===== src/rtl/hmcs_tc_pkg.sv =====
// Register map, CTRL bit positions and helpers shared by the HMCS timer/interrupt block.
package hmcs_tc_pkg;

    localparam logic [4:0] ADDR_IMASK = 5'h00;
    localparam logic [4:0] ADDR_IPEND = 5'h01;
    localparam logic [4:0] ADDR_IECTL = 5'h02;
    localparam logic [4:0] CH_BASE    = 5'h04;

    localparam logic [1:0] OFF_COUNT  = 2'd0;
    localparam logic [1:0] OFF_RELOAD = 2'd1;
    localparam logic [1:0] OFF_CTRL   = 2'd2;

    localparam int CTRL_CF  = 0;
    localparam int CTRL_ARE = 1;
    localparam int CTRL_RUN = 2;
    localparam int CTRL_W   = 3;

    // Lowest set bit wins, so source 0 has the highest priority.
    function automatic logic [2:0] first_set(input logic [7:0] v);
        logic [2:0] idx;
        idx = 3'd0;
        for (int i = 7; i >= 0; i--) begin
            if (v[i]) idx = 3'(i);
        end
        return idx;
    endfunction

endpackage


===== src/rtl/hmcs_tc_channel.sv =====
// One timer/counter channel: counter, reload value, CTRL, event-input sync and overflow pulse.
module hmcs_tc_channel
    import hmcs_tc_pkg::*;
#(
    parameter int CW = 4
) (
    input  logic              clk,
    input  logic              reset,
    input  logic              ce,
    input  logic              po,
    input  logic              cnt_in,
    input  logic              we_count,
    input  logic              we_reload,
    input  logic              we_ctrl,
    input  logic [CW-1:0]     wdata,
    input  logic [CTRL_W-1:0] wctrl,
    output logic [CW-1:0]     count,
    output logic [CW-1:0]     reload,
    output logic [CTRL_W-1:0] ctrl,
    output logic              ovf
);

    logic sync1;
    logic sync2;
    logic prev;
    logic edge_det;
    logic inc;
    logic at_max;

    assign edge_det = ce && sync2 && !prev;
    assign inc      = ce && ctrl[CTRL_RUN] && (ctrl[CTRL_CF] ? edge_det : po);
    assign at_max   = (count == {CW{1'b1}});
    // A coincident COUNT write suppresses the overflow it would have replaced.
    assign ovf      = inc && at_max && !we_count;

    always_ff @(posedge clk) begin
        if (reset) begin
            sync1  <= 1'b0;
            sync2  <= 1'b0;
            prev   <= 1'b0;
            count  <= '0;
            reload <= '0;
            ctrl   <= '0;
        end else begin
            sync1 <= cnt_in;
            sync2 <= sync1;
            if (ce) prev <= sync2;
            if (we_reload) reload <= wdata;
            if (we_ctrl) ctrl <= wctrl;
            if (we_count) begin
                count <= wdata;
            end else if (inc) begin
                if (at_max) count <= ctrl[CTRL_ARE] ? reload : '0;
                else        count <= count + 1'b1;
            end
        end
    end

endmodule


===== src/rtl/hmcs_timer_irq.sv =====
// Timer/counter and interrupt controller for HMCS4x-class cores: CH channels, NEXT external
// inputs, fixed-priority arbitration into irq/irq_idx, accessed through a small register port.
module hmcs_timer_irq
    import hmcs_tc_pkg::*;
#(
    parameter int CH   = 2,
    parameter int CW   = 4,
    parameter int PW   = 6,
    parameter int NEXT = 2
) (
    input  logic            clk,
    input  logic            reset,
    input  logic            ce,
    input  logic [NEXT-1:0] ext_int,
    input  logic [CH-1:0]   cnt_in,
    input  logic            reg_we,
    input  logic            reg_re,
    input  logic [4:0]      reg_addr,
    input  logic [7:0]      reg_wdata,
    output logic [7:0]      reg_rdata,
    output logic            irq,
    output logic [2:0]      irq_idx,
    input  logic            irq_ack
);

    localparam int NSRC = NEXT + CH;

    logic [PW-1:0]     prescaler;
    logic              po;
    logic [NEXT-1:0]   ext_s1;
    logic [NEXT-1:0]   ext_s2;
    logic [NEXT-1:0]   ext_prev;
    logic [NEXT-1:0]   ext_rise;
    logic [NSRC-1:0]   imask;
    logic [NSRC-1:0]   ipend;
    logic [NSRC-1:0]   act;
    logic [NSRC-1:0]   ipend_set;
    logic [NSRC-1:0]   ipend_clr;
    logic              ie;
    logic              ack;
    logic [CH-1:0]     ovf;
    logic [CH-1:0]     we_count;
    logic [CH-1:0]     we_reload;
    logic [CH-1:0]     we_ctrl;
    logic [CH-1:0]     cf;
    logic [CW-1:0]     count_v  [CH];
    logic [CW-1:0]     reload_v [CH];
    logic [CTRL_W-1:0] ctrl_v   [CH];
    logic [4:0]        ch_off;
    logic              ch_space;
    logic              clear_pre;
    logic [7:0]        rd_mux;
    logic              unused_wdata;

    assign unused_wdata = ^reg_wdata;
    assign ch_off    = reg_addr - CH_BASE;
    assign ch_space  = (reg_addr >= CH_BASE);
    assign po        = ce && (prescaler == {PW{1'b1}});
    assign ext_rise  = ce ? (ext_s2 & ~ext_prev) : '0;
    assign ipend_set = {ovf, ext_rise};
    assign ack       = irq_ack && irq;
    assign act       = ipend & imask;
    // Reloading a timer-mode counter restarts the prescaler so the first period is full length.
    assign clear_pre = |(we_count & ~cf);

    for (genvar c = 0; c < CH; c++) begin : g_ch
        assign we_count[c]  = reg_we && ch_space && (ch_off[4:2] == 3'(c)) && (ch_off[1:0] == OFF_COUNT);
        assign we_reload[c] = reg_we && ch_space && (ch_off[4:2] == 3'(c)) && (ch_off[1:0] == OFF_RELOAD);
        assign we_ctrl[c]   = reg_we && ch_space && (ch_off[4:2] == 3'(c)) && (ch_off[1:0] == OFF_CTRL);
        assign cf[c]        = ctrl_v[c][CTRL_CF];

        hmcs_tc_channel #(.CW(CW)) u_ch (
            .clk       (clk),
            .reset     (reset),
            .ce        (ce),
            .po        (po),
            .cnt_in    (cnt_in[c]),
            .we_count  (we_count[c]),
            .we_reload (we_reload[c]),
            .we_ctrl   (we_ctrl[c]),
            .wdata     (reg_wdata[CW-1:0]),
            .wctrl     (reg_wdata[CTRL_W-1:0]),
            .count     (count_v[c]),
            .reload    (reload_v[c]),
            .ctrl      (ctrl_v[c]),
            .ovf       (ovf[c])
        );
    end

    always_comb begin
        ipend_clr = '0;
        if (reg_we && reg_addr == ADDR_IPEND) ipend_clr = reg_wdata[NSRC-1:0];
        for (int i = 0; i < NSRC; i++) begin
            if (ack && irq_idx == 3'(i)) ipend_clr[i] = 1'b1;
        end
    end

    always_comb begin
        rd_mux = 8'h00;
        if (reg_addr == ADDR_IMASK) begin
            rd_mux = 8'(imask);
        end else if (reg_addr == ADDR_IPEND) begin
            rd_mux = 8'(ipend);
        end else if (reg_addr == ADDR_IECTL) begin
            rd_mux = {7'b0, ie};
        end else if (ch_space) begin
            for (int c = 0; c < CH; c++) begin
                if (ch_off[4:2] == 3'(c)) begin
                    case (ch_off[1:0])
                        OFF_COUNT:  rd_mux = 8'(count_v[c]);
                        OFF_RELOAD: rd_mux = 8'(reload_v[c]);
                        OFF_CTRL:   rd_mux = 8'(ctrl_v[c]);
                        default:    rd_mux = 8'h00;
                    endcase
                end
            end
        end
    end

    always_ff @(posedge clk) begin
        if (reset) begin
            prescaler <= '0;
            ext_s1    <= '0;
            ext_s2    <= '0;
            ext_prev  <= '0;
            imask     <= '0;
            ipend     <= '0;
            ie        <= 1'b0;
            irq       <= 1'b0;
            irq_idx   <= 3'd0;
            reg_rdata <= 8'h00;
        end else begin
            ext_s1 <= ext_int;
            ext_s2 <= ext_s1;
            if (ce) ext_prev <= ext_s2;

            if (clear_pre) prescaler <= '0;
            else if (ce)   prescaler <= prescaler + 1'b1;

            if (reg_we && reg_addr == ADDR_IMASK) imask <= reg_wdata[NSRC-1:0];
            // New events override a coincident write-1-to-clear.
            ipend <= (ipend & ~ipend_clr) | ipend_set;

            if (ack) ie <= 1'b0;
            else if (reg_we && reg_addr == ADDR_IECTL) ie <= reg_wdata[0];

            irq     <= !ack && ie && |act;
            irq_idx <= first_set(8'(act));

            if (reg_re) reg_rdata <= rd_mux;
        end
    end

endmodule


===== config.mk =====
export PLATFORM = sky130hd
export DESIGN_NAME = hmcs_timer_irq
export DESIGN_NICKNAME = d
export VERILOG_FILES = /design/src/rtl/hmcs_tc_pkg.sv /design/src/rtl/hmcs_tc_channel.sv /design/src/rtl/hmcs_timer_irq.sv
export SDC_FILE = /design/constraint.sdc
export NUM_CORES = 1
export LEC_CHECK = 0
export BUFFER_PORTS_ARGS = -buffer_cell sky130_fd_sc_hd__buf_2
export CORE_ASPECT_RATIO = 0.6
export CORE_MARGIN = 4
export CORE_UTILIZATION = 40
export CTS_CLUSTER_DIAMETER = 40
export DETAILED_ROUTE_END_ITERATION = 10
export PLACE_DENSITY_LB_ADDON = 0.08
export SLEW_MARGIN = 20
export SYNTH_ARGS = -nofsm -noshare
export SYNTH_HDL_FRONTEND = slang
export SYNTH_HIERARCHICAL = 1
export SYNTH_SLANG_ARGS = --single-unit

===== constraint.sdc =====
create_clock -name clk -period 2.1 [get_ports clk]
set_input_delay 0.105 -clock clk [delete_from_list [all_inputs] [get_ports clk]]
set_output_delay 0.105 -clock clk [all_outputs]
set_load 0.05 [all_outputs]

==> impl_metrics.toml, run 1 <==
[cells_and_area]
fin_cells = 438
drive_gt1_share_pct = 17.9
area_growth_pct = 11.5
final_cell_mix = "56 x dfxtp_1, 40 x nor2_1, 34 x mux2i_1"
mostFrequentLayoutCell = "dfxtp_1"
nets = 376
fin_area_mm2 = 0.00329
n_antenna_cell = 0
fill_cells = 684

[clock_network]
cts_buffers = 5
insertion_delay_ns = 0.29
htreeDepth = 2
cts_sinks = 56
ctsResizeCount = 0
tritoncts = "built"
cts.path.max_buffers = 2
path_clk_slew_ns = 0.07
cts-root-buf = "clkbuf_16"
cts_setup_buffers = 0
hold_buffers = 0

[setup_path]
r2r_start = "prescaler[0]"
cp_max_fo = 3
end_kind = "register"
crit_required_ns = 2.35
arrival_ns = 2.10
crit_type = "reg -> reg"
startpoint = "prescaler[0]"
start_kind = "register"

[timing]
finalHoldViolations = 0
setup-violations-final = 0
post-route-period-util_pct = 88.3
min_period_ns = 1.85
slew_violations = 0
clock.fmax_mhz = 539
setup-tns-final_ns = 0
worst_pin_slew_ns = 0.541
slew_headroom_pct = 63.7
rsz0062_at_grt = "false"
skew_ns = 0.00854

[routing]
postRouteAntennaNets = 0
drc = 0
drt-total-wl_mm = 7.54
first_iter_violations = 120
wl_per_cell_um = 17.2
vias = 2404
drt_pass1_iterations = 4
detail_route.vias_per_cell = 5.49

[logic_synthesis]
synth-async-reset-ratio_pct = 0
synth_enable_flop_cells = 0
synth_xor_area_share_pct = 1.49
synthFlopType = "dfxtp_1"
synthMuxAreaShare_pct = 12.3
yosysWarnings = 6
synth-simple-area-share_pct = 24.5
synth_area_mm2 = 0.00295
syn_inst = 325
yosysSeqAreaShare_pct = 38.0
synth_compound_area_share_pct = 16.4
synth_top_family_by_area = "simple AND/OR/NAND/NOR gates"
yosysUniqueCellTypes = 58
syn_area_per_cell_um2 = 9.07
synthAdderAreaFrac_pct = 1.27
synth-seq-cells = 56

[hold_path]
hold_path_class = "in -> reg"
holdCritStartpoint = "cnt_in[0]"

[power_and_ir_drop]
sw_frac_of_total_pct = 24.9
powerDensity_mw_per_mm2 = 647
peakVddDrop_mv = 0.248
combPwrFrac_pct = 9.7
p_seq_share_pct = 51.5
clockPowerShare_pct = 38.8
p_int_w = 0.00160
leakage_nw = 1.26
p_sw_w = 0.000529
finalPower_w = 0.00213

[floorplan]
die_area_mm2 = 0.00885
die_x_um = 119
core_mm2 = 0.00691
initial_core_util_pct = 42.7
die_h_um = 74.5
placementRows = 23
io_pins = 35

[grt]
overflow = 0
antenna_found_initial = 0
grt_pass1_wl_mm = 12.2
grt_max_degree = 29
first_global_vias = 2198
grt.total_usage_pct = 17.8

[place]
io_buffers = 25
gp_congestion = 0.837
place_area_mm2 = 0.00314
placed_cells = 430
place.detailed.hpwl_mm = 5.62

[status]
status = "finished clean"

[flow_run]
cap_violations = 0
flip-flops by register name, summed over array words and instances (netlist names), 4 cells and up:
name / flops
g_ch.u_ch/count: 8
g_ch.u_ch/reload: 8
g_ch.u_ch/ctrl: 6
prescaler: 6
imask: 4
ipend: 4
reg_rdata: 4
metal layers:
layer / up-vias / global-route usage (%) / share of wire [%]
met3: 4 / 3.88 / 5.7
met5: - / 0 / 0
met1: 1128 / 28.9 / 57
li1: 1207 / - / -
met4: 0 / 3.98 / 0.76
met2: 65 / 23.0 / 37
cells by family (layout without fill, tap and decap cells):
logic type,count (synthesis),count (layout)
AO/OA/AOI/OAI,64,64
XOR/XNOR,5,5
adder cells (fa/ha/maj),3,3
buffers and inverters,31,53
flip-flops,56,56
multiplexers,36,36
other,1,5
AND/OR/NAND/NOR,129,129
Yosys cell counts (all sizes together) (5+ instances only):
cell type | n | area [µm²]
dfxtp | 56 | 1120
nor2 | 40 | 150
mux2i | 34 | 340
nand2 | 20 | 75.1
a21oi | 17 | 108
buf | 15 | 111
nor2b | 13 | 88.8
nand3 | 10 | 50.1
nand3b | 10 | 75.1
clkbuf | 8 | 30.0
inv | 8 | 30.0
nor3b | 6 | 45.0
a31oi | 5 | 31.3
nand2b | 5 | 43.8
nand4 | 5 | 31.3
o2bb2ai | 5 | 43.8
layout make-up:
type | count | area, µm² | area share, %
tap | 87 | 109 | 3.31
inverter | 8 | 30.0 | 0.914
sequential | 56 | 1120 | 34.1
multi-input combinational | 242 | 1670 | 50.8
timing repair buffer | 37 | 215 | 6.55
clock inverter | 1 | 8.76 | 0.267
clock buffer | 7 | 133 | 4.04
power by group through the flow:
stage	Clock [W]	Sequential [W]	Combinational, W
after floorplan	0	0.00112	0.000143
final	0.000826	0.00110	0.000205
after detailed placement	0	0.00112	0.000204
after global placement	0	0.00112	0.000204
after global routing	0.000902	0.00110	0.000223
after CTS	0.000860	0.00110	0.000205
critical path, stage by stage (launching register included):
cell	delay [ns]
dfxtp_1	0.38
ha_1	0.19
nand4_1	0.14
nor2_1	0.28
nand2b_2	0.11
a21oi_4	0.14
nor3b_1	0.26
buf_4	0.17
o21ba_2	0.13
metrics by stage:
stage	hold WS [ns]	utilization [%]	setup slack, ns
after floorplan	0.207	-	0.533
after global placement	0.319	45.5	0.315
after detailed placement	0.322	45.5	0.257
final	0.0213	47.6	0.246
after global routing	0.0189	47.6	0.106
after CTS	0.0128	47.6	0.230
path summary, 6_finish.rpt:
path | cells past startpoint | slack, ns | to
min reg2reg | 1 | 0.44 | ext_s2[0]
max reg2reg | 8 | 0.25 | ipend[2]
max | 8 | 0.25 | ipend[2]
min | 2 | 0.02 | g_ch[0].u_ch/sync1
Note: power is estimated with default switching activity, not from simulation.
==> inputs of run 2 (changes only) <==
REMOVE_ABC_BUFFERS = 1   (was default)
==> run 2 against run 1 <==
First-iteration DRC count is 30% higher. Global-route usage is 0.26 points lower. Non-clock buffer count is 4 lower. Register-to-register slack worse by 0.08 ns. Clock-buffer cell count is 2 lower. Via count is 0.79% lower. Setup slack worse by 0.076 ns. Cell count is 0.91% lower. Core utilization is 0.20 points higher. Power is 6.4% higher. Flip-flop and latch count stayed put.
==> impl_metrics.toml, run 2 (synthesis results as in run 1) <==
[routing]
drc = 0
first_iter_violations = 156
drt-total-wl_mm = 7.31
detail_route.vias_per_cell = 5.50
postRouteAntennaNets = 0
met3_length_um = 321
wl_met1_mm = 4.01
vias = 2385
wl_per_cell_um = 16.8
wl_met2_mm = 2.92
top_layer = "met4"
drt_pass1_iterations = 5

[timing]
clock.fmax_mhz = 518
setup-violations-final = 0
post-route-period-util_pct = 91.9
min_period_ns = 1.93
skew_ns = 0.00444
hold_slack_ns = 0.0145
slew_headroom_pct = 66.8
rsz0062_at_grt = "false"
worst_pin_slew_ns = 0.496
slew_violations = 0
finalHoldViolations = 0
setup-tns-final_ns = 0

[clock_network]
hold_buffers = 0
cts-root-buf = "clkbuf_16"
ctsResizeCount = 0
cts_setup_buffers = 0
tritoncts = "built"
path_clk_slew_ns = 0.07
insertion_delay_ns = 0.30
htreeDepth = 2
cts_sinks = 56
cts_buffers = 5
cts.path.max_buffers = 2

[floorplan]
core_mm2 = 0.00691
placementRows = 23
die_h_um = 74.5
io_pins = 35
initial_core_util_pct = 42.7
die_x_um = 119
die_area_mm2 = 0.00885

[place]
gp_congestion = 0.841
place.detailed.hpwl_mm = 5.33
io_buffers = 25

[cells_and_area]
mostFrequentLayoutCell = "dfxtp_1"
largestRegisters = "g_ch.u_ch/count x8, g_ch.u_ch/reload x8"
n_antenna_cell = 0
nets = 372
fin_util_pct = 47.8
drive_gt1_share_pct = 17.6
area_growth_pct = 12.0
fill_cells = 658
final_cell_mix = "56 x dfxtp_1, 40 x nor2_1, 34 x mux2i_1"

[power_and_ir_drop]
peakVddDrop_mv = 0.432
leakage_nw = 1.26
powerDensity_mw_per_mm2 = 686

[setup_path]
end_kind = "register"
crit_required_ns = 2.29
crit_type = "reg -> reg"
cp_max_fo = 9
start_kind = "register"
arrival_ns = 2.12

[grt]
antenna_found_initial = 0
first_global_vias = 2192
grt_max_degree = 41
grt_pass1_wl_mm = 12.0
overflow = 0
grt.total_usage_pct = 17.5

[hold_path]
hold_path_class = "in -> reg"

[status]
status = "finished clean"

[flow_run]
cap_violations = 0
[run 2: changes by cell type in the layout (fill, tap and decap cells not counted), sizes merged]
cell | previous run | this run
bufinv | 0 | 1
clkinv | 1 | 2
buf | 37 | 33
clkbuf | 7 | 5
[run 2: critical path: stages, from the launching register on]
cell      delay (ns)
dfxtp_1         0.37
ha_1            0.19
nand4_1         0.15
nor2_1          0.36
nand2b_2        0.12
a21oi_4         0.25
a21boi_1        0.10
o31a_1          0.28
[run 2: final cells by class]
cell class	count	area (µm²)	area share [%]
inverter	8	30.0	0.910
sequential	56	1120	34.0
clock buffer	5	125	3.79
timing repair buffer	33	198	5.99
tap	87	109	3.30
clock inverter	3	47.5	1.44
multi-input combinational	242	1670	50.6
[run 2: path summary, 6_finish.rpt]
check                     startpoint                    end  slack [ns]  cells past startpoint
setup / recovery        prescaler[0]  g_ch[1].u_ch/count[0]        0.17                      7
hold / removal            ext_int[1]              ext_s1[1]        0.01                      2
setup reg to reg        prescaler[0]  g_ch[1].u_ch/count[0]        0.17                      7
hold reg to reg   g_ch[1].u_ch/sync1     g_ch[1].u_ch/sync2        0.44                      1
[run 2: through the flow]
step,setup WS [ns],std cells,power [W],instance area (µm²)
finish,0.169,434,0.00226,3300
CTS,0.153,434,0.00230,3300
detailed placement,0.174,426,0.00132,3130
global placement,0.232,426,0.00132,3130
global route,0.00257,434,0.00237,3300
floorplan,0.536,306,0.00122,2820
[run 2: where the power goes]
group / leakage [nW] / internal [W] / total (W) / switching (W)
registers: 0.454 / 0.00108 / 0.00109 / 0.0000136
logic: 0.719 / 0.0000692 / 0.000202 / 0.000132
clock network: 0.0840 / 0.000567 / 0.000966 / 0.000399
[run 2: routing by layer]
layer / vias to the layer above / track usage [%]
met5: - / 0
met3: 4 / 3.72
met2: 50 / 23.1
li1: 1201 / -
met4: 0 / 5.91
met1: 1130 / 27.6
==> inputs of run 3 (changes only) <==
BUFFER_PORTS_ARGS = default   (was -buffer_cell sky130_fd_sc_hd__buf_2)
CORE_UTILIZATION = 30   (was 40)
DONT_BUFFER_PORTS = 1   (was default)
==> run 3 against run 2 <==
First-iteration DRC count is 7.7% lower. Cell count up 8.8%. Cell area is 2.8% higher. Critical path depth increased by 1. Clock-buffer cell count is 1 higher. Sequential power about the same. Die area grew 30%. Clock power down 13%. Sequential share of layout area decreased by 0.92 points. Critical path type unchanged.
==> impl_metrics.toml, run 3 (synthesis results as in run 1) <==
[timing]
clock.fmax_mhz = 537
post-route-period-util_pct = 88.7
skew_ns = 0.00601
slew_headroom_pct = 58.8
setup-tns-final_ns = 0
hold_slack_ns = 0.0204
setup-violations-final = 0
min_period_ns = 1.86
rsz0062_at_grt = "false"
slew_violations = 0
worst_pin_slew_ns = 0.613
finalHoldViolations = 0

[floorplan]
core_mm2 = 0.00936
io_pins = 35
die_h_um = 84.8
die_x_um = 136
initial_core_util_pct = 31.5
die_area_mm2 = 0.0115
placementRows = 27

[clock_network]
ctsResizeCount = 0
cts.path.max_buffers = 2
tritoncts = "built"
cts_buffers = 5
htreeDepth = 2
cts_sinks = 56
cts-root-buf = "clkbuf_16"
insertion_delay_ns = 0.29
path_clk_slew_ns = 0.07

[cells_and_area]
mostFrequentLayoutCell = "dfxtp_1"
multi_input_area_mm2 = 0.00167
fin_cells = 472
drive_gt1_share_pct = 11.4
nets = 367
fill_cells = 987
final_cell_mix = "56 x dfxtp_1, 40 x nor2_1, 34 x mux2i_1"
seq_area_mm2 = 0.00112
largestRegisters = "g_ch.u_ch/count x8, g_ch.u_ch/reload x8"
area_growth_pct = 15.1
n_antenna_cell = 0

[grt]
antenna_found_initial = 0
overflow = 0
grt.total_usage_pct = 15.4
grt_pass1_wl_mm = 13.6
grt_max_degree = 47
first_global_vias = 2212

[place]
gp_congestion = 0.762
placed_cells = 447
place.detailed.hpwl_mm = 5.57
io_buffers = 0

[routing]
first_iter_violations = 144
vias = 2362
drc = 0
wl_per_cell_um = 18.4
drt-total-wl_mm = 8.69
detail_route.vias_per_cell = 5.00
drt_pass1_iterations = 4
postRouteAntennaNets = 0

[power_and_ir_drop]
powerDensity_mw_per_mm2 = 624
peakVddDrop_mv = 0.297
leakage_nw = 1.22
finalPower_w = 0.00212

[setup_path]
end_kind = "register"
arrival_ns = 2.10
reg2reg_slack_ns = 0.24
slowest_stage = "dfxtp_1"
start_kind = "register"
crit_type = "reg -> reg"
cpPeakStageDelay_ns = 0.38
cp_max_fo = 9
path_cells = "ha_1 > nand4_1 > nor2_1 > buf_4 > nand2b_2 > a21oi_4 > nor3b_1 > o21ba_2"
crit_required_ns = 2.34
regToRegEndpoint = "ipend[3]"
reg2regPathDepth = 8
r2r_start = "prescaler[0]"

[hold_path]
hold_path_class = "in -> reg"
holdPathEnd = "prescaler[2]"
holdCritStartpoint = "ce"
whs_path_depth = 3

[flow_run]
cap_violations = 0

[status]
status = "finished clean"
[run 3: cell count changes in the layout (fill, tap and decap cells not counted)]
| cell | previous run | this run |
|---|---|---|
| clkbuf_1 | 0 | 1 |
| bufinv_16 | 1 | 0 |
| buf_4 | 7 | 11 |
| clkinv_4 | 2 | 1 |
| dlygate4sd3_1 | 0 | 16 |
| buf_2 | 25 | 0 |
| clkinvlp_4 | 0 | 1 |
[run 3: worst max-delay path, delay by kind of cell (launching register included)]
family | cells | cell delay [ns]
buffers and inverters | 1 | 0.16
adders and majority gates | 1 | 0.18
DFF | 1 | 0.38
AOI/OAI and AO/OA | 2 | 0.43
and+or+nand+nor | 4 | 0.68
[run 3: layer usage]
metal,global-route usage (%),vias up,part of all wire [%]
li1,-,1188,-
met4,2.47,0,0.28
met2,20.2,52,40
met1,25.0,1120,53
met3,3.83,2,7.3
met5,0,-,0
[run 3: final cells by class]
type / instances / area share (%)
clock buffer: 6 / 3.80
clock inverter: 2 / 0.480
inverter: 8 / 0.886
multi-input combinational: 242 / 49.2
sequential: 56 / 33.1
tap: 130 / 4.80
timing repair buffer: 28 / 7.75
[run 3: how the worst max path moves through the flow]
stage	from	endpoint	slack [ns]	cells after the start
global route	prescaler[0]	ipend[3]	0.12	8
global placement	prescaler[0]	ipend[3]	0.32	8
floorplan	prescaler[0]	g_ch[0].u_ch/count[0]	0.54	7
finish	prescaler[0]	ipend[3]	0.24	8
detailed placement	prescaler[0]	ipend[3]	0.27	8
CTS	prescaler[0]	ipend[3]	0.23	8
[run 3: through the flow]
stage	worst slack, ns	instance area [µm²]	util (%)
2_1_floorplan	0.536	2820	-
3_3_place_gp	0.317	3070	32.8
3_5_place_dp	0.273	3070	32.8
4_1_cts	0.227	3370	36.0
5_1_grt	0.123	3390	36.2
6_report	0.237	3390	36.2
[run 3: timing repair]
| action | in CTS | in global routing |
|---|---|---|
| hold buffers | 15 | 2 |
| setup buffers | 0 | 0 |
| hold endpoints to repair | 50 | 2 |
[run 3: where the power goes]
part           switching [W]  internal, W  total [W]
clock network       0.000396     0.000446   0.000842
logic               0.000104    0.0000752   0.000179
registers          0.0000144      0.00108    0.00110
